==> src/rtl/pipeline_ctrl_pkg.sv <==
// Shared constants and types for the pipeline stall/flush controller.
// Stage indices follow the stall bit order {wb,mem,ex,id,if,pc}.
package pipeline_ctrl_pkg;

  localparam int STALL_WIDTH = 6;

  localparam int STG_PC  = 0;
  localparam int STG_IF  = 1;
  localparam int STG_ID  = 2;
  localparam int STG_EX  = 3;
  localparam int STG_MEM = 4;
  localparam int STG_WB  = 5;

  localparam logic [31:0] EXC_VECTOR_DEF = 32'hBFC00380;

  typedef enum logic {
    IDLE    = 1'b0,
    PENDING = 1'b1
  } ctrl_state_t;

endpackage

==> src/rtl/pipeline_ctrl_encoder.sv <==
// Priority encoder from per-stage stall requests to a stall mask.
// The deepest requesting stage wins and freezes everything upstream.
module stall_encoder
  import pipeline_ctrl_pkg::*;
(
  input  logic                   i_req_if,
  input  logic                   i_req_id,
  input  logic                   i_req_ex,
  input  logic                   i_req_mem,
  output logic [STALL_WIDTH-1:0] o_mask
);

  always_comb begin
    o_mask = '0;
    priority case (1'b1)
      i_req_mem: o_mask = 6'b011111;
      i_req_ex:  o_mask = 6'b001111;
      i_req_id:  o_mask = 6'b000111;
      i_req_if:  o_mask = 6'b000011;
      default:   o_mask = '0;
    endcase
  end

endmodule

==> src/rtl/pipeline_ctrl.sv <==
// Stall/flush controller: stall mapping, exception/ERET flush sequencing,
// redirect target and saturating stall-cycle counter.
module pipeline_ctrl
  import pipeline_ctrl_pkg::*;
#(
  parameter int                    ADDR_WIDTH = 32,
  parameter logic [ADDR_WIDTH-1:0] EXC_VECTOR = EXC_VECTOR_DEF
) (
  input  logic                   clk,
  input  logic                   rst,
  input  logic                   stall_req_if,
  input  logic                   stall_req_id,
  input  logic                   stall_req_ex,
  input  logic                   stall_req_mem,
  input  logic                   exc_req,
  input  logic                   eret_req,
  input  logic [ADDR_WIDTH-1:0]  cp0_epc,
  input  logic                   perf_clear,
  output logic [STALL_WIDTH-1:0] stall,
  output logic                   flush,
  output logic [ADDR_WIDTH-1:0]  flush_pc,
  output logic                   exc_pending,
  output logic [31:0]            stall_cycles
);

  localparam logic [31:0] CNT_MAX = 32'hFFFFFFFF;

  ctrl_state_t             r_state;
  ctrl_state_t             w_state_nx;
  logic [ADDR_WIDTH-1:0]   r_target;
  logic [ADDR_WIDTH-1:0]   w_req_pc;
  logic                    w_capture;
  logic [STALL_WIDTH-1:0]  w_enc_mask;
  logic [31:0]             r_stall_cycles;

  stall_encoder u_enc (
    .i_req_if  (stall_req_if),
    .i_req_id  (stall_req_id),
    .i_req_ex  (stall_req_ex),
    .i_req_mem (stall_req_mem),
    .o_mask    (w_enc_mask)
  );

  assign w_req_pc = exc_req ? EXC_VECTOR : cp0_epc;

  always_comb begin
    w_state_nx  = r_state;
    w_capture   = 1'b0;
    flush       = 1'b0;
    flush_pc    = '0;
    stall       = '0;
    exc_pending = 1'b0;
    unique case (r_state)
      IDLE: begin
        if (exc_req || eret_req) begin
          if (stall_req_mem) begin
            w_capture  = 1'b1;
            w_state_nx = PENDING;
            stall      = w_enc_mask;
          end else begin
            flush    = 1'b1;
            flush_pc = w_req_pc;
          end
        end else begin
          stall = w_enc_mask;
        end
      end
      PENDING: begin
        exc_pending = 1'b1;
        if (stall_req_mem) begin
          stall = 6'b011111;
        end else begin
          flush      = 1'b1;
          flush_pc   = r_target;
          w_state_nx = IDLE;
        end
      end
      default: w_state_nx = IDLE;
    endcase
  end

  always_ff @(posedge clk or posedge rst) begin
    if (rst) begin
      r_state  <= IDLE;
      r_target <= '0;
    end else begin
      r_state <= w_state_nx;
      if (w_capture) r_target <= w_req_pc;
    end
  end

  always_ff @(posedge clk or posedge rst) begin
    if (rst) begin
      r_stall_cycles <= '0;
    end else if (perf_clear) begin
      r_stall_cycles <= '0;
    end else if (stall[STG_PC] && !flush && r_stall_cycles != CNT_MAX) begin
      r_stall_cycles <= r_stall_cycles + 32'd1;
    end
  end

  assign stall_cycles = r_stall_cycles;

endmodule

==> config.mk <==
export PLATFORM = sky130hd
export DESIGN_NAME = pipeline_ctrl
export DESIGN_NICKNAME = d
export VERILOG_FILES = /design/src/rtl/pipeline_ctrl_pkg.sv /design/src/rtl/pipeline_ctrl_encoder.sv /design/src/rtl/pipeline_ctrl.sv
export SDC_FILE = /design/constraint.sdc
export NUM_CORES = 1
export LEC_CHECK = 0
export ABC_AREA = 1
export BUFFER_PORTS_ARGS = -buffer_cell sky130_fd_sc_hd__buf_2
export CORE_ASPECT_RATIO = 1.4
export CORE_MARGIN = 1.5
export CORE_UTILIZATION = 30
export CTS_BUF_LIST = sky130_fd_sc_hd__clkbuf_4 sky130_fd_sc_hd__clkbuf_8
export DETAILED_ROUTE_END_ITERATION = 7
export PLACE_DENSITY_LB_ADDON = 0.08
export SLEW_MARGIN = 20
export SYNTH_ARGS = -nofsm -noshare
export SYNTH_HDL_FRONTEND = slang
export SYNTH_HIERARCHICAL = 1
export SYNTH_SLANG_ARGS = --single-unit
export TNS_END_PERCENT = 50
==> constraint.sdc <==
create_clock -name clk -period 2.1 [get_ports clk]
set_clock_uncertainty 0.1 [all_clocks]
set_input_delay 0.315 -clock clk [delete_from_list [all_inputs] [get_ports clk]]
set_output_delay 0.315 -clock clk [all_outputs]
set_load 0.005 [all_outputs]
==> impl_results.md, run 1 <==
* Syn Nets at around 640
* Data arrival time of the worst path at 1.61 ns
* Unique masters post-synth at 33
* CTS sink cnt at 65
* CP Capture Type: primary output
* Synthesized area at 0.00413 mm^2
* H-tree depth at 3
* DRC viols at 0
* Setup violations, final at 0
* Final core occ at between 30% and 40%
* Outcome: complete, no violations
* Worst IR Drop VDD at about 0.27 mV
* Sequential area share after synthesis at between 30% and 40%
* Die outline width at a little over 100 um
* Unrepaired setup endpoints after global routing: true
* Crit share post-route at 96.3%
* Initial DRC Count at ~140
* Largest cells by area after synthesis: dfrtp_1, nand2_1, nand3_1
* Number of routed nets with antenna violations at 0
* Dominant cell type by area after synthesis: dfrtp_1
* Largest net degree at the start of global routing at between 60 and 70
* Mapped Cells at 600
* Tot GR Track Use at between 10% and 20%
* Vias in the first global route at around 4000
* Area of the die at between 0.01 and 0.015 mm^2
* WL final at approximately 12 mm
* GR Overflow Total at 0
* First-pass GRT wire length at between 15 and 20 mm
* CTS Root Cell: clkbuf_8
* Pwr per Cell Area at about 600 mW/mm^2
* Worst-path clk slew at ~0.080 ns
* Core Region at 0.0134 mm^2
* Maximum fanout along the worst path at 61
* Average cell area after synthesis at just under 7 um^2
* Chip height at around 140 um
* DR vias at 4265
* Pre-antenna DRT Iters at 7
* Nets at 755
* Final Hold Viols at 0
* Most common cell after layout, fill and taps aside: nand2_1
* Count of buffers inserted at the top-level ports at roughly 110
* Post-synth top area share at roughly two fifths
* Post-Place Cells at approximately 900
* Minimum clock period at between 2 and 2.5 ns
* Total power at 0.00309 W
* Row Count at 50
* Synthesis warning total at 6
* Post-detail-place hpwl at between 8 and 9 mm
* Clock Path Buffers at 2
* RD Place Congestion at 0.838
* Vias per cell at between 4 and 5
* Seq cells post-synth at 65
* Layout fillers at between 1000 and 1500
* Leak at about 2.6 nW
* Max Cap Viol at 0
* Startpoint types: flop
* CTS tree: built
* WL/cell at between 10 and 15 um
* Worst EP required at around 1.7 ns
* Max Fclk at slightly below 500 MHz
* Share of post-route cells with drive strength above 1 at 25.9%
* N_diodes at 0
* Hold Path Class: in2reg
* P&R area growth vs syn at 26.6%
* Post-CTS setup buffer count at 0
* WS Path Type: reg2out
* TNS Setup at 0 ns
* I/O Pins at between 100 and 150
* Clock Latency Late Sink at 0.36 ns
* Most frequent cells in the layout: nand2_1, buf_2, nor2_1
* Num CTS Buffers at 9
* Initial Util at around 31%
* Initial antenna violation count at 0
* Non-Filler Instances at 900
* Slew Limit Fails at 0
==> synthesized netlist by cell type <==
cell type	number
nand2_2	13
nor3_1	2
ha_1	1
inv_1	34
nor2_1	77
o21ai_1	3
nand3b_1	2
conb_1	1
clkinv_4	1
nand3_1	61
clkbuf_1	20
o31ai_1	32
buf_4	3
or2_2	2
nand2_1	193
buf_6	2
or2_1	1
xor2_1	6
nor2_8	1
a21oi_2	1
dfrtp_1	65
xnor2_1	1
inv_2	3
nand4_1	12
o21ai_0	41
nor2_2	6
clkinv_1	1
buf_12	1
nand2_4	4
buf_1	4
a21oi_1	2
o21bai_1	1
buf_2	3
==> cell families (layout without fill, tap and decap cells) <==
group / count (synthesis) / in the layout / share of synthesized area, %
AOI/OAI and AO/OA: 80 / 80 / 11.8
xor gates and xnor gates: 7 / 7 / 1.48
adders and majority gates: 1 / 1 / 0.303
buffers and inverters: 72 / 190 / 7.78
DFF: 65 / 65 / 39.3
other: 1 / 1 / 0.0907
and+or+nand+nor: 374 / 374 / 39.2
==> state kept, by name (all words and copies together) (netlist names) <==
name and cells:
r_target 32, stall_cycles 32, r_state 1
==> critical path, stage by stage (launching register included) <==
cell,delay (ns)
dfrtp_2,0.51
buf_12,0.23
o31ai_1,0.32
buf_2,0.17
==> worst paths after layout <==
| kind | endpoint | from | slack [ns] | cells past startpoint |
|---|---|---|---|---|
| max in group asynchronous | r_state$_DFF_PP0_ | rst | 1.10 | 4 |
| worst min register to register | r_target[0]$_DFFE_PP0P_ | r_target[0]$_DFFE_PP0P_ | 0.39 | 2 |
| worst max-delay path | flush_pc[7] | r_state$_DFF_PP0_ | 0.08 | 3 |
| min in group asynchronous | r_target[5]$_DFFE_PP0P_ | rst | 0.48 | 4 |
| worst min-delay path | r_target[11]$_DFFE_PP0P_ | cp0_epc[11] | 0.15 | 3 |
| worst max register to register | stall_cycles[11]$_DFFE_PP0P_ | stall_cycles[12]$_DFFE_PP0P_ | 0.20 | 10 |
==> area by class of cell <==
class	instances	area (um^2)	share of cell area, %
Multi-Input combinational cell	463	2210	42.2
Sequential cell	65	1630	31.1
Timing Repair Buffer	135	801	15.3
Tap cell	182	228	4.35
Inverter	39	151	2.89
Clock buffer	9	124	2.37
Clock inverter	7	95.1	1.82
==> layer usage <==
| layer | routed length [um] | GRT usage [%] | vias up |
|---|---|---|---|
| li1 | - | - | 2180 |
| met1 | 5320 | 21.1 | 1966 |
| met2 | 6270 | 30.7 | 101 |
| met3 | 492 | 2.27 | 18 |
| met4 | 335 | 8.29 | 0 |
| met5 | 0 | 0 | - |
==> report_power, final <==
part           switching [W]  internal (W)  leakage [nW]
clock network       0.000540      0.000668         0.109
logic               0.000293      0.000192          1.65
registers          0.0000546       0.00135         0.861
==> through the flow <==
| step | hold WS, ns | setup WS (ns) | cell area (um^2) |
|---|---|---|---|
| after floorplan | 0.354 | 0.0585 | 4130 |
| after global placement | 0.335 | 0.217 | 4980 |
| after detailed placement | 0.328 | 0.166 | 4980 |
| after CTS | 0.129 | 0.0598 | 5210 |
| after global routing | 0.147 | -0.0178 | 5240 |
| final | 0.146 | 0.0770 | 5240 |
==> timing repair <==
| item | in CTS | in global routing |
|---|---|---|
| endpoints found under the hold margin | 65 | 0 |
| hold buffers | 1 | 0 |
| endpoints found under the setup margin | 0 | 7 |
| gates resized for setup | 0 | 5 |
Power figures use the tool's default switching activity.
==> run 2: changes to the inputs <==
ABC_AREA = default   (was 1)
==> run 2 against run 1 <==
Sequential power about the same. Total power up 2.2%. Highest routed layer unchanged. Hold slack worse by 0.025 ns. Clock power up 11%. Critical path type is now reg2reg. Final area down 2.0%. Worst setup slack worse by 0.017 ns. Die area down 12%. Via count down 11%. Combinational power down 12%. Global-route usage up 0.48 points. Non-clock buffer count up 44. Area after synthesis down 13%.
==> impl_results.md, run 2 <==
* Most frequent cells in the layout: buf_2, nand2_1, dfrtp_1
* Post-detail-place hpwl at 7.63 mm
* WL/cell at between 10 and 15 um
* CTS tree: built
* Initial Util at 30.7%
* Max Fclk at 490 MHz
* Buf+Inv Stages, Crit Path at 1
* Row Count at 47
* FF-to-FF setup slack at 0.06 ns
* Post-synth top area share at around 45%
* Synth top cells by count: nand2_1, o21ai_0, dfrtp_1
* Clock Latency Late Sink at between 0.3 and 0.4 ns
* I/O Pins at roughly 110
* Area of the die at between 0.01 and 0.015 mm^2
* CTS Root Cell: clkbuf_8
* Mapped Cells at 452
* Largest cells by area after synthesis: dfrtp_1, nand2_1, o21ai_0
* Unique masters post-synth at 39
* WL final at 11.0 mm
* Final Hold Viols at 0
* H-tree depth at 3
* Die outline width at 95.7 um
* CTS sink cnt at 65
* Crit path max-delay family: simple AND/OR/NAND/NOR gates
* P&R area growth vs syn at 42.2%
* Worst hold start: cp0_epc[5]
* DRC viols at 0
* Maximum fanout along the worst path at 8
* Routing usage on met3 at 3.56%
* Vias per cell at approximately 5.0
* GR Util met2 at 30.3%
* N_diodes at 0
* Leak at about 2.4 nW
* Data arrival time of the worst path at around 2.2 ns
* First-pass GRT wire length at 18.0 mm
* Outcome: complete, no violations
* Tot GR Track Use at ~18%
* GR Overflow Total at 0
* Setup violations, final at 0
* Nets at between 600 and 700
* Global Route met1 Usage at 22.1%
* RD Place Congestion at ~0.73
* Initial antenna violation count at 0
* Worst-path clk slew at 0.08 ns
* Share of flip-flops with an asynchronous set or reset at 100%
* Count leader, synth: nand2_1
* Sequential area share after synthesis at a little under half
* GR peak layer: met2
* Share of post-route cells with drive strength above 1 at 37.0%
* Synthesis warning total at 6
* CP Capture Type: flop
* Seq cells post-synth at 65
* Slew Limit Fails at 0
* Initial DRC Count at roughly 150
* Multi-input logic area at slightly below 0.002 mm^2
* Most used DFF post-synth: dfrtp_1
* Pre-antenna DRT Iters at 4
* Core Region at between 0.01 and 0.015 mm^2
* Final core occ at a little over two fifths
* WS Path Type: reg2reg
* Minimum clock period at around 2.0 ns
* CP peak stage delay at approximately 0.5 ns
* Vias in the first global route at approximately 3700
* Worst path cell trace: nor2b_2 > or3_4 > clkinv_4 > nand3_4 > or4_4 > a21oi_1
* Startpoint types: flop
* Average cell area after synthesis at 7.98 um^2
* Syn Nets at about 500
* Number of routed nets with antenna violations at 0
* Max Cap Viol at 0
* Pwr per Cell Area at 616 mW/mm^2
* Slew of the pin with the lowest slew margin at around 0.53 ns
* Layout fillers at roughly 1300
* Worst EP required at 2.27 ns
* Worst path slowest cell: or4_4
* TNS Setup at 0 ns
* DR vias at 3815
* Worst Setup SP: r_state$_DFF_PP0_
* Synthesized area at 0.00361 mm^2
* Dominant cell type by area after synthesis: dfrtp_1
* Slew headroom at between 60 and 70%
* Num CTS Buffers at 9
* Register area at ~0.0016 mm^2
* Unrepaired setup endpoints after global routing: true
* Worst IR Drop VDD at about 0.29 mV
* Post-synth EDFFs at 0
* Count of buffers inserted at the top-level ports at roughly 110
* Crit share post-route at a little over nine tenths
* FF-to-FF Start: r_state$_DFF_PP0_
* Clock Path Buffers at 2
* Chip height at about 130 um
* Most common cell after layout, fill and taps aside: buf_2
* Largest net degree at the start of global routing at 66
* Hold Path Class: in2reg
## run 2: cell types whose count changed after synthesis, moves of 23 or more
cell | previous run | this run
a21oi_1 | 2 | 25
inv_1 | 34 | 5
nand2_1 | 193 | 101
nand3_1 | 61 | 11
nor2_1 | 77 | 41
o21ai_0 | 41 | 69
## run 2: final cells by class
class                           instances  share of cell area (%)
Timing Repair Buffer                  179                    21.9
Clock buffer                           10                    2.68
Inverter                                6                   0.536
Tap cell                              147                    3.58
Multi-Input combinational cell        350                    37.5
Clock inverter                          6                    2.05
Sequential cell                        65                    31.7
## run 2: final timing paths
kind / cells past startpoint / endpoint
min: 3 / r_target[5]$_DFFE_PP0P_
min in group asynchronous: 4 / r_target[22]$_DFFE_PP0P_
max: 6 / stall_cycles[23]$_DFFE_PP0P_
max in group asynchronous: 4 / stall_cycles[2]$_DFFE_PP0P_
max reg2reg: 6 / stall_cycles[23]$_DFFE_PP0P_
min reg2reg: 2 / r_target[22]$_DFFE_PP0P_
## run 2: timing repair
item / CTS / global route
resized for setup: 4 / 24
pin swaps: 0 / 4
endpoints found under the setup margin: 15 / 50
hold buffers: 1 / 0
gates cloned: 0 / 1
buffers inserted: 0 / 5
endpoints found under the hold margin: 65 / 0
## run 2: stage by stage
stage	instance area, um^2	setup WS (ns)	hold WS, ns	cells	total power [W]
after floorplan	3670	-0.0799	0.350	452	0.00165
after global placement	4760	-0.0976	0.330	740	0.00183
after detailed placement	4760	-0.124	0.331	740	0.00184
after CTS	5020	-0.00185	0.106	757	0.00320
after global routing	5130	-0.0377	0.126	763	0.00333
final	5130	0.0599	0.121	763	0.00316
## run 2: cell families after synthesis
logic type / after synthesis / share of synthesized area [%]
other: 1 / 0.104
multiplexers: 5 / 1.56
buffers and inverters: 38 / 4.82
flip-flops: 65 / 45.1
XOR/XNOR: 1 / 0.243
AND/OR/NAND/NOR: 224 / 29.6
adder cells (fa/ha/maj): 1 / 0.347
AO/OA/AOI/OAI: 117 / 18.2
## run 2: per-layer routing
layer	up-vias	routed length (um)
met5	-	0
met4	0	137
met3	9	501
met2	94	5760
met1	1802	4640
li1	1910	-
## run 2: power breakdown
group          leakage, nW  internal (W)  switching, W
logic                 1.38      0.000181      0.000246
clock network        0.126      0.000815      0.000527
registers            0.860       0.00134     0.0000480
## run 2: worst reg2reg max path, cell delays in order (launching register included)
cell and delay [ns]:
dfrtp_1 0.41, nor2b_2 0.17, or3_4 0.38, clkinv_4 0.11, nand3_4 0.14, or4_4 0.50
a21oi_1 0.15
==> run 3: changes to the inputs <==
CORE_MARGIN = 2   (was 1.5)
SLEW_MARGIN = default   (was 20)
SYNTH_HIERARCHICAL = default   (was 1)
==> run 3 against run 2 <==
The run now ends with setup timing left. Maximum frequency down 6.3%. Final area grew 1.2%. Largest power group unchanged. Clock power is 17% lower. Routed wire length fell by 4.0%. Synthesized cell count decreased by 8.4%. First-iteration DRC count fell by 29%.
==> impl_results.md, run 3 <==
* Hold Path Class: in2reg
* Mapped Cells at between 400 and 500
* Slew of the pin with the lowest slew margin at 0.739 ns
* Most frequent cells in the layout: buf_2, nand2_1, buf_4
* Data arrival time of the worst path at ~2.3 ns
* Maximum fanout along the worst path at 6
* N_diodes at 0
* FF-to-FF setup slack at -0.08 ns
* WL final at ~11 mm
* Tot GR Track Use at ~17%
* Post-synth top area share at ~47%
* Final Hold Viols at 0
* Worst IR Drop VDD at roughly 0.23 mV
* Worst EP required at approximately 2.3 ns
* Sequential area share after synthesis at a little under half
* Clock Path Buffers at 2
* Area of the die at about 0.012 mm^2
* Row Count at 46
* Core Region at roughly 0.011 mm^2
* CTS tree: built
* Die outline width at 94.7 um
* CTS sink cnt at between 60 and 70
* Post-route setup slack at -0.0782 ns
* Startpoint types: flop
* Crit share post-route at 104%
* Synthesized area at about 0.0035 mm^2
* Unrepaired setup endpoints after global routing: true
* Vias in the first global route at 3452
* Share of flip-flops with an asynchronous set or reset at 100%
* Clock Latency Late Sink at 0.34 ns
* Dominant cell type by area after synthesis: dfrtp_1
* Initial Util at between 30% and 40%
* WL/cell at 14.3 um
* Seq cells post-synth at 65
* GR Overflow Total at 0
* DR vias at 3625
* Post-Place Cells at between 700 and 800
* Total power at roughly 0.003 W
* Share of post-route cells with drive strength above 1 at about 45%
* Outcome: finished with violations
* I/O Pins at between 100 and 150
* RD Place Congestion at ~0.76
* Failing checks: setup timing
* Nets at 636
* Number of routed nets with antenna violations at 0
* Worst path cell trace: nand4_1 > buf_4 > or3_4 > o311ai_4 > buf_4 > o31ai_1 > a21oi_1
* Initial DRC Count at 104
* Most common cell after layout, fill and taps aside: buf_2
* P&R area growth vs syn at 50.3%
* Unique masters post-synth at 40
* Final core occ at 46.0%
* WS Path Type: reg2reg
* Chip height at around 130 um
* Count of buffers inserted at the top-level ports at between 100 and 150
* CP Capture Type: flop
* CP peak stage delay at about 0.41 ns
* TNS Setup at -1.69 ns
* Worst hold start: cp0_epc[17]
* Max Cap Viol at 0
* Worst hold margin at between 0.1 and 0.15 ns
* Synthesis warning total at 0
* FF-to-FF Start: stall_cycles[8]$_DFFE_PP0P_
* Synth top cells by count: nand2_1, o21ai_0, dfrtp_1
* Buf+Inv Stages, Crit Path at 2
* Largest net degree at the start of global routing at 53
* Most common cell on crit path: buf_4
* CTS Root Cell: clkbuf_8
* Non-Filler Instances at around 740
* Minimum clock period at 2.18 ns
* Worst-path clk slew at ~0.080 ns
* Vias per cell at a little under 5
* Post-detail-place hpwl at around 7.4 mm
* Largest cells by area after synthesis: dfrtp_1, nand2_1, o21ai_0
* Initial antenna violation count at 0
* Crit path max-delay family: compound AO/OA/AOI/OAI gates
* Max Fclk at around 460 MHz
* Count leader, synth: nand2_1
* H-tree depth at 3
* Syn Nets at approximately 460
* Worst Setup SP: stall_cycles[8]$_DFFE_PP0P_
* Pwr per Cell Area at about 570 mW/mm^2
* Most used DFF post-synth: dfrtp_1
* Num CTS Buffers at 9
* Setup violations, final at between 40 and 50
* Post-synth EDFFs at 0
* Slew headroom at 50.7%
* Leak at around 2.4 nW
* Pre-antenna DRT Iters at 5
* Worst path slowest cell: or3_4
* Average cell area after synthesis at approximately 8.3 um^2
* DRC viols at 0
* First-pass GRT wire length at roughly 17 mm
* Slew Limit Fails at 0
[run 3: power by group]
group          switching, W  total (W)  leakage (nW)  internal [W]
Sequential        0.0000495    0.00140         0.858       0.00135
Combinational      0.000264   0.000471          1.48      0.000207
Clock              0.000523    0.00111        0.0985      0.000582
Total              0.000836    0.00297          2.44       0.00214
[run 3: worst paths after layout]
path / endpoint / cells past startpoint
min in group asynchronous: stall_cycles[27]$_DFFE_PP0P_ / 3
setup reg to reg: stall_cycles[29]$_DFFE_PP0P_ / 7
hold reg to reg: r_target[29]$_DFFE_PP0P_ / 2
setup / recovery: stall_cycles[29]$_DFFE_PP0P_ / 7
max in group asynchronous: stall_cycles[23]$_DFFE_PP0P_ / 4
hold / removal: r_target[17]$_DFFE_PP0P_ / 3
[run 3: final cells by class]
class	instances	area, um^2
Tap cell	144	180
Fill cell	1153	6090
Sequential cell	65	1630
Clock buffer	10	138
Inverter	7	26.3
Clock inverter	6	67.6
Timing Repair Buffer	196	1320
Multi-Input combinational cell	315	1840
[run 3: per-layer routing]
layer | up-vias | part of all wire (%) | global-route usage, %
li1 | 1810 | - | -
met1 | 1720 | 42 | 20.2
met2 | 87 | 52 | 31.0
met3 | 8 | 4.7 | 3.21
met4 | 0 | 1.0 | 6.05
met5 | - | 0 | 0
[run 3: stage by stage]
step	worst slack, ns	cell area (um^2)
after floorplan	-0.0921	3500
after global placement	-0.157	4720
after detailed placement	-0.248	4720
after CTS	-0.0819	5040
after global routing	-0.211	5190
final	-0.0782	5190
[run 3: kinds of logic after synthesis]
| logic type | Yosys count | share of synthesized area [%] |
|---|---|---|
| DFF | 65 | 47.1 |
| xor gates and xnor gates | 7 | 1.77 |
| buffers and inverters | 34 | 4.93 |
| and+or+nand+nor | 186 | 24.6 |
| adders and majority gates | 1 | 0.362 |
| other | 1 | 0.109 |
| AOI/OAI and AO/OA | 119 | 20.9 |
| muxes | 1 | 0.290 |
[run 3: worst reg2reg max path, stage by stage (launching register included)]
cell and delay (ns):
dfrtp_1 0.35, nand4_1 0.20, buf_4 0.20, or3_4 0.41, o311ai_4 0.40, buf_4 0.23, o31ai_1 0.08, a21oi_1 0.13
[run 3: repair_timing]
item	CTS	global route
gates cloned	2	2
resized for setup	54	21
pin swaps	21	21
endpoints found under the hold margin	15	0
setup endpoints to repair	64	65
hold buffers	1	0
setup buffers	2	3
